--- config.mk ---
export PLATFORM = sky130hd
export DESIGN_NAME = polyline_sequencer
export DESIGN_NICKNAME = d
export VERILOG_FILES = /design/src/rtl/polyline_pkg.sv /design/src/rtl/polyline_sequencer.sv
export SDC_FILE = /design/constraint.sdc
export NUM_CORES = 1
export LEC_CHECK = 0
export ABC_AREA = 1
export BUFFER_PORTS_ARGS = -buffer_cell sky130_fd_sc_hd__clkbuf_2
export CORE_ASPECT_RATIO = 0.9
export CORE_MARGIN = 1.5
export CORE_UTILIZATION = 50
export DETAILED_ROUTE_END_ITERATION = 12
export GPL_TIMING_DRIVEN = 0
export MAX_ROUTING_LAYER = met4
export PLACE_DENSITY = 0.73
export SLEW_MARGIN = 20
export SYNTH_ARGS = -nofsm -noshare
export SYNTH_HDL_FRONTEND = slang
export SYNTH_SLANG_ARGS = --single-unit
--- constraint.sdc ---
create_clock -name clk -period 6 [get_ports clk]
set_input_delay 0.9 -clock clk [delete_from_list [all_inputs] [get_ports clk]]
set_output_delay 0.9 -clock clk [all_outputs]
set_load 0.02 [all_outputs]
--- src/rtl/polyline_pkg.sv ---
// Shared types for the polyline sequencer: FSM state encoding, default
// coordinate width and the vertex record used by the surrounding top level.
package polyline_pkg;

    localparam int COORD_W_DEFAULT = 11;

    typedef enum logic [2:0] {
        IDLE   = 3'd0,
        FETCH0 = 3'd1,
        LATCH0 = 3'd2,
        FETCH  = 3'd3,
        LATCH  = 3'd4,
        ISSUE  = 3'd5,
        WAIT   = 3'd6,
        DONE   = 3'd7
    } ps_state_t;

    typedef struct packed {
        logic [COORD_W_DEFAULT-1:0] x;
        logic [COORD_W_DEFAULT-1:0] y;
    } vert_t;

endpackage

--- src/rtl/polyline_sequencer.sv ---
// Walks a vertex list held in an external 1-cycle-latency store and hands
// line_drawer one segment at a time, optionally closing the polygon.
module polyline_sequencer
    import polyline_pkg::*;
#(
    parameter int COORD_W   = COORD_W_DEFAULT,
    parameter int MAX_VERTS = 16,
    parameter int IDX_W     = $clog2(MAX_VERTS)
) (
    input  logic               clk,
    input  logic               reset,
    input  logic               start,
    input  logic [IDX_W:0]     n_verts,
    input  logic               closed,
    input  logic               erase,
    output logic [IDX_W-1:0]   vert_addr,
    input  logic [COORD_W-1:0] vert_x,
    input  logic [COORD_W-1:0] vert_y,
    output logic [COORD_W-1:0] x0,
    output logic [COORD_W-1:0] y0,
    output logic [COORD_W-1:0] x1,
    output logic [COORD_W-1:0] y1,
    output logic               ld_start,
    input  logic               ld_done,
    output logic               pixel_color,
    output logic               busy,
    output logic               frame_done,
    output logic [2:0]         dbg_state
);

    // Drawer handshake: ld_start is a one-cycle pulse with x0..y1 already
    // valid; the endpoints hold until the drawer answers with a one-cycle
    // ld_done, which is only consumed in WAIT (ignored everywhere else).

    localparam logic [IDX_W:0]   MAX_N   = (IDX_W+1)'(MAX_VERTS);
    localparam logic [IDX_W:0]   N_ONE   = (IDX_W+1)'(1);
    localparam logic [IDX_W:0]   N_TWO   = (IDX_W+1)'(2);
    localparam logic [IDX_W:0]   N_THREE = (IDX_W+1)'(3);
    localparam logic [IDX_W-1:0] I_ONE   = IDX_W'(1);

    ps_state_t          state;
    logic [IDX_W:0]     n_eff;
    logic [IDX_W:0]     n_q;
    logic               closed_q;
    logic               closing;
    logic [IDX_W-1:0]   i;
    logic [COORD_W-1:0] first_x, first_y;
    logic [COORD_W-1:0] prev_x, prev_y;
    logic [COORD_W-1:0] cur_x, cur_y;

    assign n_eff     = (n_verts > MAX_N) ? MAX_N : n_verts;
    assign dbg_state = state;

    always_ff @(posedge clk) begin
        if (reset) begin
            state       <= IDLE;
            n_q         <= '0;
            closed_q    <= 1'b0;
            closing     <= 1'b0;
            i           <= '0;
            first_x     <= '0;
            first_y     <= '0;
            prev_x      <= '0;
            prev_y      <= '0;
            cur_x       <= '0;
            cur_y       <= '0;
            vert_addr   <= '0;
            x0          <= '0;
            y0          <= '0;
            x1          <= '0;
            y1          <= '0;
            ld_start    <= 1'b0;
            pixel_color <= 1'b0;
            busy        <= 1'b0;
            frame_done  <= 1'b0;
        end else begin
            ld_start   <= 1'b0;
            frame_done <= 1'b0;
            case (state)
                IDLE: begin
                    if (start) begin
                        pixel_color <= ~erase;
                        busy        <= 1'b1;
                        if (n_eff < N_TWO) begin
                            frame_done <= 1'b1;
                            state      <= DONE;
                        end else begin
                            n_q       <= n_eff;
                            closed_q  <= closed;
                            closing   <= 1'b0;
                            i         <= '0;
                            vert_addr <= '0;
                            state     <= FETCH0;
                        end
                    end
                end
                FETCH0: state <= LATCH0;
                LATCH0: begin
                    first_x   <= vert_x;
                    first_y   <= vert_y;
                    prev_x    <= vert_x;
                    prev_y    <= vert_y;
                    i         <= I_ONE;
                    vert_addr <= I_ONE;
                    state     <= FETCH;
                end
                FETCH: state <= LATCH;
                LATCH: begin
                    // Endpoints are loaded together with the pulse so they
                    // are already valid in the ISSUE cycle.
                    cur_x    <= vert_x;
                    cur_y    <= vert_y;
                    x0       <= prev_x;
                    y0       <= prev_y;
                    x1       <= vert_x;
                    y1       <= vert_y;
                    ld_start <= 1'b1;
                    state    <= ISSUE;
                end
                ISSUE: state <= WAIT;
                WAIT: begin
                    if (ld_done) begin
                        prev_x <= cur_x;
                        prev_y <= cur_y;
                        if (closing) begin
                            frame_done <= 1'b1;
                            state      <= DONE;
                        end else if ({1'b0, i} < n_q - N_ONE) begin
                            i         <= i + I_ONE;
                            vert_addr <= i + I_ONE;
                            state     <= FETCH;
                        end else if (closed_q && n_q >= N_THREE) begin
                            cur_x    <= first_x;
                            cur_y    <= first_y;
                            closing  <= 1'b1;
                            x0       <= cur_x;
                            y0       <= cur_y;
                            x1       <= first_x;
                            y1       <= first_y;
                            ld_start <= 1'b1;
                            state    <= ISSUE;
                        end else begin
                            frame_done <= 1'b1;
                            state      <= DONE;
                        end
                    end
                end
                DONE: begin
                    busy  <= 1'b0;
                    state <= IDLE;
                end
                default: state <= IDLE;
            endcase
        end
    end

endmodule

==> impl_metrics.ini <==
[power_and_ir_drop]
power.total_mw = 2.37
ir_worst_vdd_mv = 0.169
powerDensity_mw_per_mm2 = 408
p_leak_nw = 2.76

[setup_path]
required_ns = 6.27
crit_type = reg2reg
rr_worst_depth = 15
worst_ep_arrival_time_ns = 2.76
critPathCaptureType = flop
start_kind = flop
crit_fanout = 10

[synthesis]
synth_ff_type = dfxtp_1
synthTopCellsByArea = dfxtp_1 43%, nand2_1 13%, a21oi_1 7.8%, o21ai_0 7.5%, inv_1 6.4%
synth_common_cells = 168 x nand2_1, 106 x dfxtp_1, 85 x inv_1
synth_compound_area_share_pct = 19.3
synth-simple-area-share_pct = 24.0
synthArstFlopShare_pct = 0
yosysSeqAreaShare_pct = 42.7
yosysWarnings = 0
ys_ff_latch = 106
synth_enable_flop_cells = 0
synth_xor_area_share_pct = 0.881
postSynthAreaPerCell_um2 = 6.81
synth_cells = 730
synth.largest_area_cell = dfxtp_1
synth_top_area_share_pct = 42.7
yosysMostFrequentCell = nand2_1
syn-num-nets = 769
synth_fa_ha_area_share_pct = 1.51
synth_top_family_by_area = simple AND/OR/NAND/NOR gates
yosysUniqueCellTypes = 27
synthMuxAreaShare_pct = 0
syn_area_mm2 = 0.00497

[timing]
fmax_ghz = 0.401
setup_violations = 0
tns_ns = 0
clock_skew_ns = 0.00930
timing.final.crit_share_pct = 41.5
slew_viol_final = 0
relSlewSlack_pct = 62.3
worstMarginPinSlew_ns = 0.566
whs_ns = 0.453
finalCriticalPeriod_ns = 2.49
hold_viol = 0
rsz0062_at_grt = no

[cts]
cts_hold_buf = 0
clk_pin_slew_worst_paths_ns = 0.10
clock_sinks = 106
post-cts-setup-buffer-count = 0
clockRootBuffer = clkbuf_8
htreeDepth = 3
cts_buffer_depth = 2
clock_latency_ns = 0.37
ctsResizeCount = 0
cts_tree = built
cts_made_buffers = 9

[global_route]
antenna_found_initial = 0
grt_pass1_wl_um = 22200
grt_usage_pct = 27.6
grt_max_degree = 18
grt_pass1_vias = 4550
grt-ovfl-total = 0

[floorplanning]
initial_utilization_pct = 51.5
rows = 34
pin_count = 88
design.core.area_mm2 = 0.00966
dieArea_mm2 = 0.0105
die_y_um = 97.6
chipWidth_um = 108

[placed_design]
routabilityCongestion = 0.888
portBuffers = 87
postPlaceCellArea_mm2 = 0.00556
placed_cells = 943
hpwlAfterDp_um = 10400

[finish]
fin_cells = 959
area_delta_synth_final_pct = 17.1
nets = 867
fin_area_mm2 = 0.00582
num_antenna_cells = 0
layout-drive-gt1-share_pct = 16.8

[route]
wl_um = 13600
ant_nets = 0
drc_errors = 0
wl_met1_um = 6390
vias = 5048
wl_met2_um = 5870
routedWlPerCell_um = 14.2
dr.max_layer_used = met4
drt-pass1-iter-count = 5
wl_met3_um = 1190
avgViaCountPerCell = 5.26
drt-initial-drc-count = 333

[outcome]
outcome = completed

[worst_hold_path]
holdPathStages = 2
hp-class = reg2reg

[job]
drv_cap = 0
[critical path, stage by stage (launching register included)]
cell,delay (ns)
dfxtp_1,0.41
inv_1,0.09
ha_1,0.30
ha_1,0.27
o21ai_0,0.08
nand2_1,0.08
nand2_1,0.07
nand2_1,0.05
nand2_1,0.05
nand2_1,0.08
nand3_1,0.15
nand2_2,0.17
buf_6,0.18
buf_4,0.17
a21oi_1,0.16
nor2_1,0.07
[per-layer routing]
layer  vias up  global-route usage, %
li1       2547                      -
met1      2293                   38.7
met2       195                   40.5
met3        13                   7.24
met4         0                   5.26
met5         -                      -
[area by class of cell]
type                       instances  area (µm²)
clock buffer                      11         151
multi-input combinational        486        2270
sequential                       106        2120
timing repair buffer              87         435
tap                              126         158
fill                             914        3840
buffer                            47         233
inverter                          91         342
clock inverter                     5         108
[worst paths after layout]
path,slack [ns],endpoint,from
max,3.51,y0[0]$_SDFFE_PP0P_,n_q[0]$_SDFFE_PP0P_
min,0.45,first_x[1]$_SDFFE_PP0P_,first_x[1]$_SDFFE_PP0P_
max reg2reg,3.51,y0[0]$_SDFFE_PP0P_,n_q[0]$_SDFFE_PP0P_
min reg2reg,0.45,first_x[1]$_SDFFE_PP0P_,first_x[1]$_SDFFE_PP0P_
[placed cells by master (no fill, tap or decap)]
cell type / instances
o21ai_1: 3
clkbuf_8: 11
a31oi_1: 24
nor3_1: 2
nand2_2: 1
nand3_1: 54
xor2_1: 2
ha_1: 6
clkbuf_1: 21
bufinv_16: 3
o21ai_0: 74
o211ai_1: 1
inv_2: 6
buf_4: 1
buf_2: 18
o21a_1: 1
nand2_1: 168
inv_6: 2
inv_1: 85
buf_6: 4
o21bai_1: 1
dfxtp_1: 106
or2_1: 1
nor2_1: 61
clkbuf_2: 87
a21oi_4: 1
nor2_2: 5
buf_1: 3
a21oi_1: 77
xnor2_1: 3
nor3_2: 1
[cells by family (layout without fill, tap and decap cells)]
kind of cell	count (synthesis)	after routing
AO/OA/AOI/OAI	182	182
XOR/XNOR	5	5
adder cells (fa/ha/maj)	6	6
buffers and inverters	138	241
flip-flops	106	106
AND/OR/NAND/NOR	293	293
[stage by stage]
step	util, %	setup WS, ns
2_1_floorplan	-	3.94
3_3_place_gp	57.6	3.60
3_5_place_dp	57.6	3.57
4_1_cts	60.3	3.51
5_1_grt	60.3	3.31
6_report	60.3	3.51
[sequential cells by signal, summed over array words and instances (netlist names)]
name and cells:
pixel_color 1, closed_q 1, first_x 11, dbg_state 3, prev_x 11, n_q 5, frame_done 1, first_y 11
y0 11, busy 1, ld_start 1, cur_x 11, x0 11, closing 1, prev_y 11, i 4
cur_y 11
[report_power, final]
part	total, mW	switching (mW)	internal, mW
Sequential	0.974	0.101	0.873
Combinational	0.850	0.563	0.287
Clock	0.549	0.246	0.303
(Power assumes the default switching activity.)
